[src/rtl/alu_op_sequencer.sv]
// Multi-cycle ALU operation sequencer: IDLE -> EXEC (N cycles) -> DONE with result capture.
// Optional macro ALU_SEQ_DIV0_TRAP_EN turns a Divide by zero into an immediate error completion.
module alu_op_sequencer #(
    parameter int MUL_CYCLES = 4,
    parameter int DIV_CYCLES = 32
) (
    input  logic        clock,
    input  logic        clear_n,
    input  logic        start,
    input  logic [4:0]  opcode,
    input  logic [31:0] ra,
    input  logic [31:0] rb,
    output logic [4:0]  alu_op,
    output logic [31:0] alu_a,
    output logic [31:0] alu_b,
    input  logic [31:0] alu_zhi,
    input  logic [31:0] alu_zlo,
    output logic [31:0] z_hi,
    output logic [31:0] z_lo,
    output logic        busy,
    output logic        done,
    output logic        err
);

    localparam logic [4:0] OP_FIRST = 5'b00011;
    localparam logic [4:0] OP_LAST  = 5'b10001;
    localparam logic [4:0] OP_MUL   = 5'b01110;
    localparam logic [4:0] OP_DIV   = 5'b01111;

    typedef enum logic [1:0] {
        IDLE = 2'd0,
        EXEC = 2'd1,
        DONE = 2'd2
    } state_t;

    state_t      state_q, state_d;
    logic [5:0]  cnt_q, cnt_d;
    logic [4:0]  op_q, op_d;
    logic [31:0] a_q, a_d;
    logic [31:0] b_q, b_d;
    logic [31:0] zhi_q, zhi_d;
    logic [31:0] zlo_q, zlo_d;
    logic        err_q, err_d;

    logic        opValid;
    logic        divTrap;
    logic [5:0]  nCycles;

    assign opValid = (opcode >= OP_FIRST) && (opcode <= OP_LAST);

`ifdef ALU_SEQ_DIV0_TRAP_EN
    assign divTrap = (opcode == OP_DIV) && (rb == 32'd0);
`else
    assign divTrap = 1'b0;
`endif

    always_comb begin
        nCycles = 6'd1;
        if (opcode == OP_MUL) begin
            nCycles = 6'(MUL_CYCLES);
        end else if (opcode == OP_DIV) begin
            nCycles = 6'(DIV_CYCLES);
        end
    end

    // Rejected requests still latch their operands but complete at once with zeroed results.
    always_comb begin
        state_d = state_q;
        cnt_d   = cnt_q;
        op_d    = op_q;
        a_d     = a_q;
        b_d     = b_q;
        zhi_d   = zhi_q;
        zlo_d   = zlo_q;
        err_d   = err_q;

        unique case (state_q)
            IDLE: begin
                if (start) begin
                    op_d = opcode;
                    a_d  = ra;
                    b_d  = rb;
                    if (!opValid || divTrap) begin
                        cnt_d   = 6'd0;
                        zhi_d   = 32'd0;
                        zlo_d   = 32'd0;
                        err_d   = 1'b1;
                        state_d = DONE;
                    end else begin
                        cnt_d   = nCycles - 6'd1;
                        state_d = EXEC;
                    end
                end
            end
            EXEC: begin
                if (cnt_q != 6'd0) begin
                    cnt_d = cnt_q - 6'd1;
                end else begin
                    zhi_d   = alu_zhi;
                    zlo_d   = alu_zlo;
                    err_d   = 1'b0;
                    state_d = DONE;
                end
            end
            DONE: begin
                state_d = IDLE;
            end
            default: begin
                state_d = IDLE;
            end
        endcase
    end

    always_ff @(posedge clock or negedge clear_n) begin
        if (!clear_n) begin
            state_q <= IDLE;
            cnt_q   <= 6'd0;
            op_q    <= 5'd0;
            a_q     <= 32'd0;
            b_q     <= 32'd0;
            zhi_q   <= 32'd0;
            zlo_q   <= 32'd0;
            err_q   <= 1'b0;
        end else begin
            state_q <= state_d;
            cnt_q   <= cnt_d;
            op_q    <= op_d;
            a_q     <= a_d;
            b_q     <= b_d;
            zhi_q   <= zhi_d;
            zlo_q   <= zlo_d;
            err_q   <= err_d;
        end
    end

    assign alu_op = op_q;
    assign alu_a  = a_q;
    assign alu_b  = b_q;
    assign z_hi   = zhi_q;
    assign z_lo   = zlo_q;
    assign err    = err_q;
    assign busy   = (state_q == EXEC);
    assign done   = (state_q == DONE);

endmodule

[config.mk]
export PLATFORM = sky130hd
export DESIGN_NAME = alu_op_sequencer
export DESIGN_NICKNAME = d
export VERILOG_FILES = /design/src/rtl/alu_op_sequencer.sv
export SDC_FILE = /design/constraint.sdc
export NUM_CORES = 1
export LEC_CHECK = 0
export CORE_MARGIN = 5
export CORE_UTILIZATION = 36
export CTS_BUF_LIST = sky130_fd_sc_hd__clkbuf_8 sky130_fd_sc_hd__clkbuf_16
export CTS_CLUSTER_SIZE = 8
export DETAILED_ROUTE_END_ITERATION = 8
export GPL_ROUTABILITY_DRIVEN = 0
export PLACE_DENSITY = 0.82
export SLEW_MARGIN = 20
export SYNTH_ARGS = -nofsm -noshare
export SYNTH_HDL_FRONTEND = slang
export SYNTH_SLANG_ARGS = --single-unit
[constraint.sdc]
create_clock -name clock -period 1.6 [get_ports clock]
set_input_delay 0.24 -clock clock [delete_from_list [all_inputs] [get_ports clock]]
set_output_delay 0.24 -clock clock [all_outputs]
set_load 0.03 [all_outputs]
Yosys cells after proc, flatten, opt, wreduce, memory -nomap -nowiden. Index checks and enable logic that the tools add are counted.

Register bits after elaboration: 142. Input port bits: 136. Output and inout bits: 136. Logic and storage cells: 48.

Add/subtract/negate cells: 2. Order comparisons: 2. Equality and inequality tests: 8. Multiplexer cells: 20. Reduce and logical (&&, ||, !) cells: 8.

Operators with widths (number): two-way mux 32 bit (4); case mux 32 bit (2 select lines) (2); two-way mux 6 bit (5); case mux 6 bit (2 select lines) (1); subtractor 6 x 1 -> 6 bit (second input constant) (2); equality test 5 x 4 -> 1 bit (second input constant) (2); two-way mux 2 bit (3); inequality test 2 bit (second input constant) (3); nonzero test 6 bit (1); >= comparator 5 x 2 -> 1 bit (second input constant) (1); less-or-equal comparator 5 bit (second input constant) (1); case mux 2 bit (2 select lines) (1); AND reduction 2 bit (2); AND reduction 4 bit (1); two-way mux 1 bit (3); AND reduction 3 bit (1); equality test 2 x 1 -> 1 bit (second input constant) (1); equality test 2 bit (second input constant) (1); zero test 2 bit (1); inequality test 2 x 1 -> 1 bit (second input constant) (1); case mux 1 bit (2 select lines) (1); nonzero test 2 bit (1); logical AND 1 bit (1).

Depth between registers and ports, before layout.
Word-level depth: 7. Gate-level depth with buffers: 8. Gate-level depth less buffers: 6.

Least setup slack after synthesis. Ideal clock, no wire load.

Path kind: register to register. From: reg cnt_q[0]. To: reg zhi_q[0] (netlist: z_hi[0]). Library setup time: 0.121 ns. Arrival time: 1.586 ns. Data required time: 1.479 ns. Slack: -0.107 ns. Stages on the path, launching flop included: 9. Path buffers: 2. Clock period less this slack: 1.707 ns. Cell sequence: dfrtp_1 -> inv_1 -> ha_1 -> nor2b_1 -> and3_4 -> o22ai_2 -> buf_6 -> buf_6 -> a22o_1.

Cells in the longest elaborated chain, start to end: 3.

Ends and longest elaborated chain: from (decl) (RTL line 37) `logic [5:0] cnt_q, cnt_d;`; from (signal assigned) (RTL line 126) `cnt_q <= cnt_d;`; nonzero test 6 bit (RTL line 96) `if (cnt_q != 6'd0) begin`; inequality test 2 bit (no line); AND reduction 4 bit (no line); to (signal assigned) (RTL line 130) `zhi_q <= zhi_d;`; to (decl) (RTL line 41) `logic [31:0] zhi_q, zhi_d;`.

No other way between the ends. A chain may end at the register's enable or synchronous reset.

Worst setup path in the final report.
From: reg cnt_q[0]. To: reg zlo_q[29] (netlist: z_lo[29]).

Cells in the longest elaborated chain, start to end: 3.

Ends and longest elaborated chain: nonzero test 6 bit (RTL line 96); inequality test 2 bit (no line); AND reduction 4 bit (no line); to (signal assigned) (RTL line 131) `zlo_q <= zlo_d;`; to (decl) (RTL line 42) `logic [31:0] zlo_q, zlo_d;`.

No other way between the ends.

==> qor.csv <==
stage,metric,value,unit
grt,antenna_found_initial,0,
placed_design,dp_hpwl,11.5,mm
drt,vias_per_cell,5.01,
clocking,clock-sinks,142,
power_and_ir_drop,power.leakage,4.34,nW
synth,syn-num-nets,486,
power_and_ir_drop,powerDensity,2080,nW/um2
synth,synth_edf_count,0,
outcome,violations,negative setup slack,
drt,wirelength,16.5,mm
cells_and_area,syn_to_final_growth,68.4,%
flow_run,maxCapViolations,0,
clocking,cts_buffers,17,
timing,fin_skew,0.0212,ns
synth,avgSynthCellArea,15.4,um2
timing,setup_ws,-0.0324,ns
drt,ant_nets,0,
critical_path,r2r_cells,8,
critical_path,cp_max_fo,17,
synth,synth_seq_cells,142,
synth,ys_warn_count,0,
timing,relSlewSlack,76.6,%
critical_path,worstSetupPathType,reg -> reg,
grt,met3_usage,6.98,%
critical_path,endpoint,z_lo[29],
drt,firstDrtPassIters,4,
timing,whs,0.314,ns
floorplan,die_w,132,um
synth,synth_flop_cell,dfrtp_1,
synth,synthTopCellsByArea,"dfrtp_1, mux2_2, a22o_1",
cells_and_area,nets,788,
synth,yosysSeqAreaShare,66.1,%
placed_design,placed_cells,804,
critical_path,rr_endpoint,z_lo[29],
grt,grt.busiest_layer,met2,
grt,grt_max_degree,66,
clocking,cts_root_buf,clkbuf_16,
synth,synth.most_common_cell,dfrtp_1,
clocking,clk_pin_slew,0.06,ns
floorplan,boundaryPins,272,
synth,yosysTopAreaCellShare,66.1,%
timing,finalCriticalPeriod,1.63,ns
floorplan,fp.dieH,132,um
cells_and_area,layout.cells.non_filler,845,
drt,drt-initial-drc-count,142,
timing,rsz0062_at_grt,true,
floorplan,dieArea,17500,um2
drt,drc_errors,0,
critical_path,timing.rr.start,cnt_q[0],
critical_path,worstPathRequired,1.90,ns
clocking,clk_latency,0.41,ns
power_and_ir_drop,vdd_drop_max,0.000874,V
timing,fin_crit_sh,102,%
drt,vias,4233,
placed_design,portBuffers,271,
floorplan,initial_utilization,36.8,%
hold_path,hold_path_class,in -> async,
critical_path,crit_start,cnt_q[0],
synth,syn-cell-area,5370,um2
clocking,clock_path_buffers,2,
critical_path,crit_arrival,1.93,ns
clocking,cts_tree,yes,
critical_path,r2r_slack,-0.03,ns
floorplan,core,14600,um2
grt,grt_pass1_wl,24.6,mm
timing,finalHoldViolCount,0,
critical_path,end_kind,flop,
grt,grtUsageTotal,17.4,%
grt,met2_usage,26.8,%
timing,fmax,613,MHz
timing,setup_violations,44,
floorplan,rows,44,
outcome,status,"finished, violations left",
critical_path,critPathLaunchType,flop,
clocking,cts_max_level,4,
synth,synthTopCellsByCount,"dfrtp_1, mux2_2, a22o_1",
cells_and_area,antenna_cells,0,
synth,ys_types,34,
synth,yosysTopAreaCell,dfrtp_1,
synth,synth-async-reset-ratio,100,%
grt,met1_usage,21.8,%
synth,syn_inst,348,
grt,first_global_vias,4610,
drt,wl_per_cell,19.6,um
placed_design,dpl_worst_slack,-0.383,ns
timing,slew_violations,0,
grt,overflow,0,
timing,worst_slew_pin_slew,0.352,ns
cells_and_area,drive_gt1_share,22.5,%
flip-flops by register name (all words and copies together), names as in the netlist:
| register | flops |
|---|---|
| z_hi | 32 |
| alu_op | 5 |
| alu_b | 32 |
| z_lo | 32 |
| cnt_q | 6 |
| state_q | 2 |
| alu_a | 32 |
| err | 1 |
critical path, cell delays in order, from the launching register on:
cell,delay (ns)
dfrtp_1,0.39
inv_2,0.08
ha_4,0.13
nor2b_4,0.15
and3_4,0.21
o22ai_4,0.07
buf_12,0.15
buf_12,0.15
a22o_1,0.21
where the power goes:
group | switching, W | internal (W)
logic | 0.00535 | 0.00382
clock network | 0.00143 | 0.00226
registers | 0.000839 | 0.00512
total | 0.00762 | 0.0112
how the worst min path moves through the flow:
stage	to	slack, ns
final	alu_a[28]	0.31
after detailed placement	alu_a[28]	0.14
after CTS	alu_a[28]	0.28
after floorplan	alu_a[0]	-0.06
after global routing	alu_a[28]	0.32
after global placement	alu_a[28]	0.13
cell type report:
cell class | count | area, um2
inverter | 5 | 23.8
timing repair buffer | 306 | 2980
clock inverter | 13 | 128
sequential | 142 | 3560
clock buffer | 17 | 425
fill | 1100 | 5540
multi-input combinational | 178 | 1700
tap | 184 | 230
layer usage:
layer	part of all wire, %	wire [um]
met5	0	0
met4	2.4	395
met3	9.5	1580
met2	47	7800
met1	41	6770
through the flow:
stage | setup TNS (ns) | total power (W) | cell area (um2) | utilization (%)
3_5_place_dp | -39.22 | 0.0158 | 8450 | 57.9
4_1_cts | -3.67 | 0.0185 | 8840 | 60.6
3_3_place_gp | -31.04 | 0.0155 | 8450 | 57.9
6_report | -0.522 | 0.0188 | 9050 | 62.0
2_1_floorplan | 0 | 0.0114 | 5390 | -
5_1_grt | -4.08 | 0.0197 | 9050 | 62.0
kinds of logic (layout without fill, tap and decap cells):
kind of cell,Yosys count,count (layout),share of synthesized area [%]
fa+ha+maj,2,2,0.466
flops,142,142,66.1
buf+inv,28,341,3.28
compound gates,88,88,13.5
mux,70,70,14.6
simple gates,18,18,2.03
cell usage in the layout (no fill, tap or decap), types with 2 or more instances in the layout:
cell,Yosys,layout
dfrtp_1,142,140
buf_4,2,21
a21oi_1,4,4
a31oi_1,3,3
mux2_2,69,69
inv_2,0,2
clkinvlp_4,0,3
nor2b_1,3,2
clkinv_4,0,2
and4_1,2,2
buf_6,6,5
clkbuf_16,0,20
dfrtp_2,0,2
o21ai_1,1,4
a22o_1,64,64
clkinv_2,1,4
inv_1,4,4
nor2_1,7,7
buf_12,0,7
dlygate4sd2_1,0,134
bufinv_16,0,2
clkdlybuf4s50_1,0,134
o21ai_0,6,3
what timing repair did:
item | 4_1_cts | 5_1_grt
gates resized for setup | 134 | 14
cloned | 0 | 6
hold endpoints to repair | 27 | 0
setup endpoints to repair | 201 | 129
pin swaps | 1 | 11
setup buffers | 0 | 4
hold buffers | 1 | 0
No activity file was read; power rests on OpenSTA's default activity.
